==> config.mk <==
export PLATFORM = sky130hd
export DESIGN_NAME = roi_mask_gen
export DESIGN_NICKNAME = d
export VERILOG_FILES = /design/src/rtl/roi_mask_gen.sv
export SDC_FILE = /design/constraint.sdc
export NUM_CORES = 2
export LEC_CHECK = 0
export BUFFER_PORTS_ARGS = -buffer_cell sky130_fd_sc_hd__buf_2
export CAP_MARGIN = 20
export CORE_UTILIZATION = 50
export CTS_CLUSTER_SIZE = 25
export DETAILED_ROUTE_END_ITERATION = 12
export PLACE_DENSITY = 0.71
export SKIP_CTS_REPAIR_TIMING = 1
export SYNTH_ARGS = -nofsm -noshare
export SYNTH_HDL_FRONTEND = slang
export SYNTH_SLANG_ARGS = --single-unit
export TNS_END_PERCENT = 100
==> constraint.sdc <==
create_clock -name clk -period 5.8 [get_ports clk]
set_input_delay 0.58 -clock clk [delete_from_list [all_inputs] [get_ports clk]]
set_output_delay 0.58 -clock clk [all_outputs]
set_load 0.02 [all_outputs]
==> src/rtl/roi_mask_gen.sv <==
// roi_mask_gen: NUM_RECT double-buffered ROI rectangles -> 2-stage mask/hit_id/hit_vec pipeline + per-frame hit count (cfg_* in, frame_start/pix_valid/tv_x/tv_y/en in, mask_valid/mask/hit_id/hit_vec/frame_hits/cfg_pending out)
module roi_mask_gen #(
  parameter int NUM_RECT = 8,
  parameter int XW       = 10,
  parameter int YW       = 10,
  parameter int MASK_W   = 11,
  parameter int CNT_W    = 20
) (
  input  logic                clk,
  input  logic                rst_n,
  input  logic                cfg_we,
  input  logic [3:0]          cfg_idx,
  input  logic [2:0]          cfg_field,
  input  logic [15:0]         cfg_data,
  input  logic                cfg_commit,
  output logic                cfg_pending,
  input  logic                frame_start,
  input  logic                pix_valid,
  input  logic [XW-1:0]       tv_x,
  input  logic [YW-1:0]       tv_y,
  input  logic                en,
  output logic                mask_valid,
  output logic [MASK_W-1:0]   mask,
  output logic [3:0]          hit_id,
  output logic [NUM_RECT-1:0] hit_vec,
  output logic [CNT_W-1:0]    frame_hits
);
  typedef struct packed {
    logic              ena;
    logic [MASK_W-1:0] label;
    logic [YW-1:0]     y1;
    logic [YW-1:0]     y0;
    logic [XW-1:0]     x1;
    logic [XW-1:0]     x0;
  } rect_t;
  rect_t               shadow_q [NUM_RECT];
  rect_t               shadow_d [NUM_RECT];
  rect_t               active_q [NUM_RECT];
  rect_t               active_d [NUM_RECT];
  logic [MASK_W-1:0]   lab1_q [NUM_RECT];
  logic [MASK_W-1:0]   lab1_d [NUM_RECT];
  logic [NUM_RECT-1:0] wsel, hit, hv1_q, hv1_d, hv2_q, hv2_d;
  logic                pending_q, pending_d, v1_q, v1_d, v2_q, v2_d;
  logic [MASK_W-1:0]   mask_q, mask_d, pm;
  logic [3:0]          id_q, id_d, pid;
  logic [CNT_W-1:0]    cnt_q, cnt_d, fh_q, fh_d, cnt_inc;
  logic                cfg_data_unused;
  assign cfg_data_unused = ^cfg_data;
  always_comb begin
    pending_d = (pending_q && !frame_start) || cfg_commit;
    for (int i = 0; i < NUM_RECT; i++) begin
      wsel[i]            = cfg_we && cfg_idx == 4'(i);
      shadow_d[i].x0     = wsel[i] && cfg_field == 3'd0 ? cfg_data[XW-1:0]     : shadow_q[i].x0;
      shadow_d[i].x1     = wsel[i] && cfg_field == 3'd1 ? cfg_data[XW-1:0]     : shadow_q[i].x1;
      shadow_d[i].y0     = wsel[i] && cfg_field == 3'd2 ? cfg_data[YW-1:0]     : shadow_q[i].y0;
      shadow_d[i].y1     = wsel[i] && cfg_field == 3'd3 ? cfg_data[YW-1:0]     : shadow_q[i].y1;
      shadow_d[i].label  = wsel[i] && cfg_field == 3'd4 ? cfg_data[MASK_W-1:0] : shadow_q[i].label;
      shadow_d[i].ena    = wsel[i] && cfg_field == 3'd5 ? cfg_data[0]          : shadow_q[i].ena;
      // the copy takes the shadow as held before this edge, so a same-cycle write stays shadow-only
      active_d[i]        = frame_start && pending_q ? shadow_q[i] : active_q[i];
      hit[i]             = active_q[i].ena && tv_x >= active_q[i].x0 && tv_x <= active_q[i].x1 &&
                           tv_y >= active_q[i].y0 && tv_y <= active_q[i].y1;
      lab1_d[i]          = pix_valid ? active_q[i].label : lab1_q[i];
    end
    v1_d  = pix_valid;
    hv1_d = pix_valid ? (en ? hit : '0) : hv1_q;
    pm    = '0;
    pid   = '0;
    for (int i = NUM_RECT - 1; i >= 0; i--) begin
      if (hv1_q[i]) begin
        pm  = lab1_q[i];
        pid = 4'(i);
      end
    end
    v2_d    = v1_q;
    mask_d  = v1_q ? pm : mask_q;
    id_d    = v1_q ? pid : id_q;
    hv2_d   = v1_q ? hv1_q : hv2_q;
    cnt_inc = v2_q && |mask_q && !(&cnt_q) ? cnt_q + CNT_W'(1) : cnt_q;
    cnt_d   = frame_start ? '0 : cnt_inc;
    fh_d    = frame_start ? cnt_inc : fh_q;
  end
  always_ff @(posedge clk) begin
    if (!rst_n) begin
      for (int i = 0; i < NUM_RECT; i++) begin
        shadow_q[i] <= '0;
        active_q[i] <= '0;
        lab1_q[i]   <= '0;
      end
      pending_q <= 1'b0;
      v1_q      <= 1'b0;
      v2_q      <= 1'b0;
      hv1_q     <= '0;
      hv2_q     <= '0;
      mask_q    <= '0;
      id_q      <= '0;
      cnt_q     <= '0;
      fh_q      <= '0;
    end else begin
      for (int i = 0; i < NUM_RECT; i++) begin
        shadow_q[i] <= shadow_d[i];
        active_q[i] <= active_d[i];
        lab1_q[i]   <= lab1_d[i];
      end
      pending_q <= pending_d;
      v1_q      <= v1_d;
      v2_q      <= v2_d;
      hv1_q     <= hv1_d;
      hv2_q     <= hv2_d;
      mask_q    <= mask_d;
      id_q      <= id_d;
      cnt_q     <= cnt_d;
      fh_q      <= fh_d;
    end
  end
  assign cfg_pending = pending_q;
  assign mask_valid  = v2_q;
  assign mask        = mask_q;
  assign hit_id      = id_q;
  assign hit_vec     = hv2_q;
  assign frame_hits  = fh_q;
endmodule
==> impl_results.md <==
- Slew headroom: 0.237
- Max cap viols: 0
- Worst path arrival time: 3.47 ns
- FF-to-FF End: hv1_q[2]
- Syn Std Cell Area: 43500 um2
- Largest net degree at the start of global routing: 208
- Worst VDD drop: 0.213 mV
- Vias in the first global route: 31.7k
- Max Clk Rate: 0.348 GHz
- Worst reg-to-reg setup slack: 3.01 ns
- Die area: 88100 um2
- Synth area leader: dfxtp_1
- Status: complete, no violations
- Clk buf depth: 3
- Clock slew at reported path FFs: 0.06 ns
- Final setup vio count: 0
- Total clock sinks: 993
- HPWL after DPL: 62100 um
- Clock group share of total power: 0.467
- Power Density: 298 nW/um2
- Area share of the leading cell type in the synthesized netlist: 0.457
- Static Leak: 17.8 nW
- Core area: 85700 um2
- I/O pins: 95
- Most numerous cell in the Yosys netlist: nand2_1
- WS Path Type: in2reg
- Worst hold path type: in2reg
- Post-synth top cells: nand2_1 (1029), dfxtp_1 (993), a21oi_1 (638)
- Initial DRC count: 2557
- Synth top area cells: dfxtp_1 (46%), mux2i_1 (9.3%), ha_1 (9.2%), nand2_1 (8.9%), a21oi_1 (7.3%)
- Cts bufs inserted: 101
- CTS tree: yes
- Site Rows: 107
- Setup Skew: 0.0249 ns
- Reg power frac: 0.477
- Syn avg cell area: 8.47 um2
- Final nets: 5419
- Total gr overflow: 0
- Final Hold Vio Count: 0
- Worst Reg-to-Reg Cells: 8
- Worst Setup Slack post-DPL: 2.22 ns
- Hold Path End: cfg_pending
- Ys async rst share: 0
- Routability cong.: 0.859
- Gr usage total: 0.246
- CP startpoint kind: input pin
- Vias per inst: 5.43
- Critical path's slowest cell: a211oi_1
- Final WL: 111000 um
- Unrepaired setup endpoints after global routing: false
- EDFF count, synth: 0
- Setup ws final: 2.92 ns
- CP Max Fanout: 16
- Final Max Tran Viols: 0
- Die Height: 297 um
- Yosys cell types: 63
- Tmin final: 2.88 ns
- Non-Filler Instances: 6275
- RR Startpoint: active_q[0][117]
- Root Buffer: clkbuf_16
- First-pass GRT wire length: 175000 um
- Ys flop type: dfxtp_1
- # diodes: 0
- Gate power share: 0.056
- Sw frac: 0.233
- Hold Path Stages: 3
- Least-Margin Pin Slew: 1.14 ns
- Int Pwr: 0.0110 W
- Hold path startpoint: cfg_commit
- Initial antenna violation count: 9
- Setup TNS: 0 ns
- Yosys warning count: 0
- Worst Setup End Kind: flip-flop
- Die W: 297 um
- Wirelength per Cell: 17.7 um
- Initial Util: 0.507
- Clk Latency, worst-skew pair: 0.67 ns
- Vias: 34.1k
- Fraction of layout cells with a size suffix above 1: 0.0694
- WP data required: 6.39 ns
- Sw power: 0.00333 W
- Remaining antenna violation count after routing: 0
- Residual DRC: 0
- Cells after Synth: 5131
- Most used cell along the critical path: a221o_1
- Layout area overhead: 10.7%
- Cell Chain, Critical Path: buf_2 > ha_1 > and4_1 > a221o_1 > a221o_1 > a211oi_1 > a32o_1
- Register bit total from synthesis: 993
- CP max stage delay: 0.76 ns
- Period utilization: 0.496
- Cells after DPL: 6086
- Mapped Nets: 5502
- Htree depth: 3
- Sequential area share after synthesis: 0.457
- PortBufs: 88
- Drt first pass iters: 7
[worst max path at each step]
stage	start	endpoint	slack [ns]	depth (start not counted)
6_report	tv_x[4]	hv1_q[2]	2.92	7
5_1_grt	tv_x[4]	hv1_q[2]	2.99	7
4_1_cts	tv_x[4]	hv1_q[2]	2.92	7
3_5_place_dp	tv_x[4]	hv1_q[2]	2.22	7
3_3_place_gp	tv_x[4]	hv1_q[2]	2.28	7
2_1_floorplan	tv_x[0]	hv1_q[4]	3.44	8
[state kept, by name, indices dropped and copies added (netlist names)]
register and count:
hit_vec 8, cfg_pending 1, mask_valid 1, hit_id 3
lab1_q 88, cnt_q 20, v1_q 1, mask 11
frame_hits 20, active_q 416, hv1_q 8, shadow_q 416
[layout make-up]
| class | count | area, um2 |
|---|---|---|
| Clock buffer | 151 | 3110 |
| Clock inverter | 35 | 353 |
| Fill cell | 7784 | 37600 |
| Inverter | 310 | 1170 |
| Multi-Input combinational cell | 3502 | 21200 |
| Sequential cell | 993 | 19900 |
| Tap cell | 1144 | 1430 |
| Timing Repair Buffer | 140 | 948 |
[per-layer routing]
layer  up-vias  share of wire  track usage
met5         -        0.00060            0
met4        10          0.022       0.0680
met3       168          0.056       0.0317
met2       803           0.48        0.424
met1     16200           0.44        0.321
li1      16900              -            -
[logic make-up after synthesis]
| logic type | Yosys count | share of synthesized area |
|---|---|---|
| simple gates | 1826 | 0.175 |
| flops | 993 | 0.457 |
| compound gates | 932 | 0.123 |
| buf+inv | 636 | 0.0556 |
| mux | 404 | 0.0931 |
| fa+ha+maj | 321 | 0.0924 |
| xor+xnor | 18 | 0.00363 |
| other cells | 1 | 0.0000863 |
[per-stage QoR]
stage | utilization | hold WS, ns | area [um2] | power [W]
floorplan | - | 0.428 | 43500 | 0.00748
global placement | 0.520 | 0.434 | 44600 | 0.00777
detailed placement | 0.520 | 0.439 | 44600 | 0.00779
CTS | 0.561 | 0.111 | 48000 | 0.0144
global route | 0.561 | 0.126 | 48100 | 0.0148
finish | 0.561 | 0.137 | 48100 | 0.0143
[critical path: cells and delay by family]
family | cells | cell delay, ns
AND/OR/NAND/NOR | 1 | 0.22
AO/OA/AOI/OAI | 4 | 1.74
adder cells (fa/ha/maj) | 1 | 0.36
buffers and inverters | 1 | 0.55
[cells in the final DEF (no fill, tap or decap), types with 8 or more instances in the layout]
cell type	Yosys	layout
a21oi_1	638	638
buf_4	1	45
nand2b_1	22	22
xnor2_1	9	9
clkbuf_1	274	15
nor2b_1	65	65
and3_1	9	9
clkbuf_16	0	105
inv_1	310	309
nor2_2	7	8
clkinv_2	0	24
nand4_1	32	32
nor2_4	9	9
ha_1	321	321
a21o_1	39	39
o211ai_1	16	16
clkbuf_8	0	31
dfxtp_1	993	993
nand2_1	1029	1028
o32ai_1	11	11
mux2i_1	403	403
buf_2	21	87
a31oi_1	18	18
o21a_1	12	12
o31ai_1	15	15
nor3_1	13	11
o21ai_0	73	73
nor2_1	481	480
and4_1	12	12
a221oi_1	23	23
nand3_1	110	110
a211oi_1	42	42
xor2_1	9	9
[power groups by stage]
| stage | logic [W] | registers (W) | clock network (W) |
|---|---|---|---|
| 4_1_cts | 0.000799 | 0.00684 | 0.00678 |
| 3_3_place_gp | 0.000780 | 0.00699 | 0 |
| 2_1_floorplan | 0.000478 | 0.00700 | 0 |
| 5_1_grt | 0.000868 | 0.00684 | 0.00708 |
| 6_report | 0.000799 | 0.00684 | 0.00669 |
| 3_5_place_dp | 0.000795 | 0.00699 | 0 |
No activity file was read; power rests on OpenSTA's default activity.
